==> config.mk <==
export PLATFORM = sky130hd
export DESIGN_NAME = instr_loader_flat
export DESIGN_NICKNAME = d
export VERILOG_FILES = /design/src/rtl/instr_loader_if.sv /design/src/rtl/instr_loader.sv /design/src/flat_wrapper.sv
export SDC_FILE = /design/constraint.sdc
export NUM_CORES = 1
export LEC_CHECK = 0
export CORE_UTILIZATION = 35
export CTS_BUF_LIST = sky130_fd_sc_hd__clkbuf_16
export DETAILED_ROUTE_END_ITERATION = 8
export PLACE_DENSITY = 0.64
export RECOVER_POWER = 50
export SLEW_MARGIN = 40
export SYNTH_ARGS = -nofsm -noshare
export SYNTH_HDL_FRONTEND = slang
export SYNTH_SLANG_ARGS = --single-unit
==> constraint.sdc <==
create_clock -name clk -period 3.7 [get_ports clk]
set_input_delay 0.555 -clock clk [delete_from_list [all_inputs] [get_ports clk]]
set_output_delay 0.555 -clock clk [all_outputs]
set_load 0.1 [all_outputs]
==> src/rtl/instr_loader_if.sv <==
// Stream-in / instruction-memory-write bundle for the boot loader.
// master drives the byte stream and reload; slave is the loader itself.
interface instr_loader_if #(
    parameter int DATA_WIDTH = 32,
    parameter int ADDR_WIDTH = 8
);
    logic [7:0]            in_data;
    logic                  in_valid;
    logic                  in_ready;
    logic                  reload;
    logic                  mem_we;
    logic [ADDR_WIDTH-1:0] mem_waddr;
    logic [DATA_WIDTH-1:0] mem_wdata;
    logic                  cpu_hold;
    logic                  done;
    logic                  overflow;

    modport master (
        output in_data, in_valid, reload,
        input  in_ready, mem_we, mem_waddr, mem_wdata, cpu_hold, done, overflow
    );

    modport slave (
        input  in_data, in_valid, reload,
        output in_ready, mem_we, mem_waddr, mem_wdata, cpu_hold, done, overflow
    );
endinterface

==> src/rtl/instr_loader.sv <==
// Boot loader: takes a 16-bit word count plus little-endian 32-bit words from a
// byte stream, writes them to instruction memory, then releases the CPU.
module instr_loader #(
    parameter int DATA_WIDTH = 32,
    parameter int ADDR_WIDTH = 8
) (
    input  logic          clk,
    input  logic          rst,
    instr_loader_if.slave bus
);
    typedef enum logic [2:0] {
        LEN_LO,
        LEN_HI,
        DATA,
        FLUSH,
        RUN
    } state_t;

    state_t                state;
    state_t                state_n;
    logic [15:0]           count;
    logic [15:0]           word_idx;
    logic [1:0]            byte_idx;
    logic [DATA_WIDTH-9:0] asm_word;
    logic                  in_ready;
    logic                  accept;
    logic                  last_word;

    // Words at or beyond the memory depth are swallowed instead of wrapping.
    function automatic logic in_range(input logic [15:0] idx);
        return (idx >> ADDR_WIDTH) == 16'd0;
    endfunction

    assign in_ready     = (state == LEN_LO) || (state == LEN_HI) || (state == DATA);
    assign accept       = bus.in_valid && in_ready;
    assign last_word    = ({1'b0, word_idx} + 17'd1) == {1'b0, count};
    assign bus.in_ready = in_ready;

    always_ff @(posedge clk or posedge rst) begin
        if (rst) begin
            state <= LEN_LO;
        end else begin
            state <= state_n;
        end
    end

    always_comb begin
        state_n = state;
        case (state)
            LEN_LO: begin
                if (accept) state_n = LEN_HI;
            end
            LEN_HI: begin
                if (accept) state_n = ({bus.in_data, count[7:0]} == 16'd0) ? FLUSH : DATA;
            end
            DATA: begin
                if (accept && byte_idx == 2'd3 && last_word) state_n = FLUSH;
            end
            FLUSH: begin
                state_n = RUN;
            end
            RUN: begin
                if (bus.reload) state_n = LEN_LO;
            end
            default: begin
                state_n = LEN_LO;
            end
        endcase
    end

    always_ff @(posedge clk or posedge rst) begin
        if (rst) begin
            count         <= '0;
            word_idx      <= '0;
            byte_idx      <= '0;
            asm_word      <= '0;
            bus.mem_we    <= 1'b0;
            bus.mem_waddr <= '0;
            bus.mem_wdata <= '0;
            bus.overflow  <= 1'b0;
            bus.cpu_hold  <= 1'b1;
            bus.done      <= 1'b0;
        end else begin
            bus.mem_we   <= 1'b0;
            // Both derived from the next state so they are registered complements.
            bus.cpu_hold <= (state_n != RUN);
            bus.done     <= (state_n == RUN);
            case (state)
                LEN_LO: begin
                    if (accept) count[7:0] <= bus.in_data;
                end
                LEN_HI: begin
                    if (accept) begin
                        count[15:8] <= bus.in_data;
                        word_idx    <= '0;
                        byte_idx    <= '0;
                    end
                end
                DATA: begin
                    if (accept) begin
                        byte_idx <= byte_idx + 2'd1;
                        if (byte_idx == 2'd3) begin
                            bus.mem_wdata <= {bus.in_data, asm_word};
                            bus.mem_waddr <= word_idx[ADDR_WIDTH-1:0];
                            if (in_range(word_idx)) begin
                                bus.mem_we <= 1'b1;
                            end else begin
                                bus.overflow <= 1'b1;
                            end
                            word_idx <= word_idx + 16'd1;
                        end else begin
                            case (byte_idx)
                                2'd0:    asm_word[7:0]   <= bus.in_data;
                                2'd1:    asm_word[15:8]  <= bus.in_data;
                                default: asm_word[23:16] <= bus.in_data;
                            endcase
                        end
                    end
                end
                RUN: begin
                    if (bus.reload) bus.overflow <= 1'b0;
                end
                default: begin
                end
            endcase
        end
    end
endmodule
==> src/flat_wrapper.sv <==
// flat-port wrapper written by rule: the top's interface ports become plain ports
module instr_loader_flat 
#(
    parameter int DATA_WIDTH = 32,
    parameter int ADDR_WIDTH = 8
)
  (clk, rst, bus_in_data, bus_in_valid, bus_reload, bus_in_ready, bus_mem_we, bus_mem_waddr, bus_mem_wdata, bus_cpu_hold, bus_done, bus_overflow);
  instr_loader_if #(.DATA_WIDTH(DATA_WIDTH), .ADDR_WIDTH(ADDR_WIDTH)) bus_i ();
  input  logic clk;
  input  logic rst;
  input wire logic [$bits(bus_i.in_data)-1:0] bus_in_data;
  input wire logic [$bits(bus_i.in_valid)-1:0] bus_in_valid;
  input wire logic [$bits(bus_i.reload)-1:0] bus_reload;
  output wire logic [$bits(bus_i.in_ready)-1:0] bus_in_ready;
  output wire logic [$bits(bus_i.mem_we)-1:0] bus_mem_we;
  output wire logic [$bits(bus_i.mem_waddr)-1:0] bus_mem_waddr;
  output wire logic [$bits(bus_i.mem_wdata)-1:0] bus_mem_wdata;
  output wire logic [$bits(bus_i.cpu_hold)-1:0] bus_cpu_hold;
  output wire logic [$bits(bus_i.done)-1:0] bus_done;
  output wire logic [$bits(bus_i.overflow)-1:0] bus_overflow;
  assign bus_i.in_data = bus_in_data;
  assign bus_i.in_valid = bus_in_valid;
  assign bus_i.reload = bus_reload;
  assign bus_in_ready = bus_i.in_ready;
  assign bus_mem_we = bus_i.mem_we;
  assign bus_mem_waddr = bus_i.mem_waddr;
  assign bus_mem_wdata = bus_i.mem_wdata;
  assign bus_cpu_hold = bus_i.cpu_hold;
  assign bus_done = bus_i.done;
  assign bus_overflow = bus_i.overflow;
  instr_loader #(.DATA_WIDTH(DATA_WIDTH), .ADDR_WIDTH(ADDR_WIDTH)) u_core (.clk(clk), .rst(rst), .bus(bus_i));
endmodule
---- Word level (Yosys, flattened, before mapping) ----
Index checks and enable logic that the tools add are counted.
operators by class
  $add $sub $neg .......................... 3
  $mul .................................... 0
  divide/modulo/power cells ............... 0
  order comparisons ....................... 0
  equality and inequality tests ........... 14
  shift-type cells ........................ 0
  muxes and demuxes ....................... 22
  bitwise gates (word level) .............. 2
  reductions and logical operators ........ 21
operators by type and width
  cell                   count
  $mux 16                3
  $logic_not 16->1       2
  $pmux 16 s2            1
  $add 16x1->17 const B  1
  $eq 17x16->1           1
  $add 16x1->16 const B  1
  $reduce_and 4->1       4
  $pmux 3 s5             1
  $mux 3                 4
  $mux 1                 9
  $eq 3x2->1 const B     2
  $eq 3x3->1 const B     2
  $ne 2x2->1 const B     3
  $reduce_and 3->1       2
  $reduce_and 5->1       1
  $mux 2                 2
  $ne 2x1->1 const B     2
  $pmux 2 s2             1
  $reduce_and 2->1       2
  $reduce_bool 2->1      2
  $eq 3x1->1 const B     1
  $logic_and 1x1->1      3
  $logic_not 3->1        1
  $ne 3x3->1 const B     1
  8 further kinds        10
word-level totals
  register bits after elaboration ......... 105
  latch bits .............................. 0
  memory bits (writable) .................. 0
  ROM bits ................................ 0
  bits of input ports ..................... 12
  logic and storage cells ................. 76
  memories ................................ 0

---- Longest topological paths before layout ----
  depth in word-level cells ............... 9
  gate-level depth with buffers ........... 9

---- Least setup slack after synthesis ----
No wires, ideal clock.
  path type ............................... reg-to-reg
  start point ............................. reg u_core.state[1]
  end point ............................... reg u_core.state[0]
  setup time .............................. 76 ps
  arrival time ............................ 3118 ps
  data required time ...................... 3624 ps
  path slack .............................. 505 ps
  cell stages (with the launch flop) ...... 8
  buffers on the path ..................... 1
  clock period less this slack ............ 3195 ps
  cells stage by stage .................... dfrtp_1 clkbuf_1 a21oi_1 nand3_1 a21oi_1 nand3_1 or4_1 o21ai_1
on the way
  longest elaborated chain between the ends .. 8
  elaborated cells on any way between the ends .. 14
  those cells by class .................... eq/ne (4); mux (4); reduce/logical (6)
RTL lines
  what                                           RTL line            text
  start: declaration                             instr_loader.sv:19  state_t state;
  start signal: assignment                       instr_loader.sv:43  state <= state_n;
  $eq 3x1->1 or $logic_not 3->1 (tied branches)  instr_loader.sv:34  assign in_ready = (state == LEN_LO) || (state == LEN_HI) || (state == DATA);
  $logic_or 1x1->1                               instr_loader.sv:34
  $logic_or 1x1->1 *                             instr_loader.sv:34
  named net bus_in_ready                         flat_wrapper.sv:14  output wire logic [$bits(bus_i.in_ready)-1:0] bus_in_ready;
  $logic_and 1x1->1 *                            instr_loader.sv:35  assign accept = bus.in_valid && in_ready;
  $logic_and 1x1->1 (2 in a row)                 instr_loader.sv:57  if (accept && byte_idx == 2'd3 && last_word) state_n = FLUSH;
  $mux 3                                         instr_loader.sv:57
  $pmux 3 s5 *                                   instr_loader.sv:49  case (state)
  named net u_core.state_n[0]                    instr_loader.sv:20  state_t state_n;
The timed path passes the listed nets; every way through them passes the cells marked *.
A chain may end at the register's enable or synchronous reset.

---- Final worst setup path ----
  start point ............................. reg u_core.word_idx[4]
  end point ............................... reg u_core.state[0]
on the way
  longest elaborated chain between the ends .. 5
RTL lines
  what                         RTL line             text
  start: declaration           instr_loader.sv:22   logic [15:0] word_idx;
  start signal: assignment     instr_loader.sv:110  word_idx <= word_idx + 16'd1;
  $add 16x1->17                instr_loader.sv:36   assign last_word = ({1'b0, word_idx} + 17'd1) == {1'b0, count};
  $eq 17x16->1                 instr_loader.sv:36
  $logic_and 1x1->1            instr_loader.sv:57
  $mux 3                       instr_loader.sv:57
  $pmux 3 s5                   instr_loader.sv:49
  named net u_core.state_n[0]  instr_loader.sv:20
The timed path passes the listed nets, and every way through them passes these cells.

==> results.ini <==
[clock_network]
cts_resized = 0
hold_buffers = 0
htree_levels = 3
cts_sinks = 105
numCtsBuffers = 9
clockBufferDepth = 2
cts-root-buf = clkbuf_16
clk_latency_ns = 0.36
postCtsSetupBuffers = 0
cts_tree = built
clk_pin_slew_worst_paths_ns = 0.08

[setup_path]
cp_max_fo = 10
required_ns = 3.98
r2r_slack_ns = 1.05
critPathKind = reg2reg
cp-start-kind = register
endpoint_kind = register
r2r_cells = 6
reg2reg_to = u_core.state[0]$_DFF_PP0_
worstPathArrival_ns = 2.92
crit-reg2reg-launch = u_core.word_idx[4]$_DFFE_PP0P_

[drt]
drt_iter0_markers = 244
vias = 3694
drc_errors = 0
drt_first_pass_iters = 5
viasPerCell = 5.20
wl_per_cell_um = 16.1
ant_nets = 0
routed_wl_mm = 11.4

[timing]
slew_headroom_pct = -53.0
slew_viol_final = 59
rsz0062_at_grt = no
period_needed_ns = 2.65
fin_tns_setup_ns = 0
setup_viol = 0
clock_skew_ns = 0.0113
worst_slew_pin_slew_ns = 2.29
timing.fmax_mhz = 378
hold_violations = 0
min_period_over_period_pct = 71.5

[outcome]
violations = capacitance limit, slew limit
status = finished with violations

[yosys]
synthTopCellsByArea = dfrtp_1, nand2_1, mux2_2
synthesis.instances = 486
ys_ff_latch = 105
syn_nets = 503
yosysMostFrequentCell = nand2_1
ys_warn_count = 0
synthFlopType = dfrtp_1
avgSynthCellArea_sq_um = 9.99
synth_common_cells = nand2_1, dfrtp_1, mux2_2
netlist.area_leader.share_pct = 53.6
yosysSeqAreaShare_pct = 54.1
synth.distinct_cells = 47
post-synth-top-area-cell = dfrtp_1
synth_area_sq_um = 4850
synth_edf_count = 0
synthArstFlopShare_pct = 100

[die]
core_sq_um = 13400
die_h_um = 120
start_util_pct = 36.2
die_x_um = 120
num_rows = 42
ios = 57
die_area_sq_um = 14300

[hold_path]
holdPathEnd = u_core.bus.mem_wdata[7]$_DFFE_PP0P_
min_path_type = reg2reg
hold-path-cell-count = 2
min_from = u_core.asm_word[7]$_DFFE_PP0P_

[global_routing]
grt_pass1_vias = 3471
antenna_found_initial = 0
overflow = 0
grt_max_degree = 60
grt_pass1_wl_mm = 18.8
grt_usage_pct = 17.1

[final_layout]
final_layout_size_suffix_gt1_share_pct = 17.9
final_core_util_pct = 42.0
num_antenna_cells = 0
area_growth_pct = 16.0
num-nets-final = 547

[placed_design]
dp_hpwl_mm = 7.56
place_congestion = 0.960
portBuffers = 56

[power]
power.leakage_nw = 2.69
power.density_nw_per_um2 = 715
vdd_drop_max_uv = 334

[job]
cap_violations = 1

-- layout by cell type, fill, tap and decap left out, drive strengths merged, types with 4 or more instances in the layout --
| master | n |
|---|---|
| clkbuf | 25 |
| nand4 | 5 |
| buf | 33 |
| nand3b | 4 |
| and3 | 6 |
| nand2 | 142 |
| nor2 | 19 |
| a21oi | 8 |
| ha | 5 |
| xnor2 | 11 |
| inv | 13 |
| and2 | 4 |
| clkdlybuf4s50 | 9 |
| o21ai | 28 |
| nor4 | 10 |
| xor2 | 9 |
| o211ai | 4 |
| mux2 | 40 |
| o31ai | 7 |
| dfrtp | 104 |
| nand3 | 14 |
-- cells by family (layout without fill, tap and decap cells) --
group | count (synthesis) | count (layout) | share of synthesized area, %
mux | 43 | 43 | 9.90
fa+ha+maj | 5 | 5 | 1.29
buf+inv | 36 | 85 | 3.04
xor+xnor | 20 | 20 | 3.61
flops | 105 | 105 | 54.1
simple gates | 214 | 214 | 19.7
compound gates | 63 | 63 | 8.30
-- how the worst max path moves through the flow --
stage / from / end / slack [ns] / depth (start not counted)
floorplan: rst / u_core.asm_word[0]$_DFFE_PP0P_ / 0.39 / 1
global placement: bus_in_valid / u_core.word_idx[8]$_DFFE_PP0P_ / 1.01 / 6
detailed placement: bus_in_valid / u_core.word_idx[11]$_DFFE_PP0P_ / 0.94 / 6
CTS: u_core.word_idx[4]$_DFFE_PP0P_ / u_core.state[0]$_DFF_PP0_ / 1.14 / 6
global route: rst / u_core.word_idx[8]$_DFFE_PP0P_ / 0.54 / 2
finish: u_core.word_idx[4]$_DFFE_PP0P_ / u_core.state[0]$_DFF_PP0_ / 1.05 / 6
-- metal layers --
layer	global-route usage (%)	wire length, um
met4	6.80	231
met1	23.9	5370
met2	25.5	5180
met3	3.85	642
met5	0	0
-- registers in the layout, summed over array words and instances (netlist names) --
signal,cells
u_core.bus.mem_wdata,32
u_core.asm_word,24
u_core.count,16
u_core.word_idx,16
u_core.bus.mem_waddr,8
u_core.state,3
u_core.byte_idx,2
u_core.bus.cpu_hold,1
u_core.bus.done,1
u_core.bus.mem_we,1
u_core.bus.overflow,1
-- final cells by class --
| cell class | instances | area [sq um] |
|---|---|---|
| Multi-Input combinational cell | 345 | 2080 |
| Tap cell | 176 | 220 |
| Clock inverter | 7 | 68.8 |
| Timing Repair Buffer | 60 | 373 |
| Sequential cell | 105 | 2630 |
| Fill cell | 1296 | 7770 |
| Clock buffer | 9 | 225 |
| Inverter | 9 | 33.8 |
-- power by group --
part           switching [mW]  total, mW  leakage [nW]  internal (mW)
Combinational           0.939       1.38          1.15          0.438
Clock                   0.485      0.962         0.145          0.477
Sequential              0.244       1.69          1.39           1.44
-- worst max-delay path, stage by stage, from the launching register on --
cell and delay (ns):
dfrtp_1 0.58, nand3_2 0.25, nor4_1 0.60, xnor2_1 0.23
o2111ai_1 0.19, or4_1 0.55, o21ai_1 0.16
-- metrics by stage --
step	setup WS, ns	power, mW	cell area, sq um	hold slack [ns]	std cells
3_5_place_dp	0.941	3.09	5360	0.453	695
4_1_cts	1.14	4.06	5650	0.475	711
2_1_floorplan	0.386	2.79	4850	0.433	486
6_report	1.05	4.03	5630	0.470	711
5_1_grt	0.536	4.23	5630	0.502	711
3_3_place_gp	1.01	3.12	5580	0.446	695
Power figures use the tool's default switching activity.
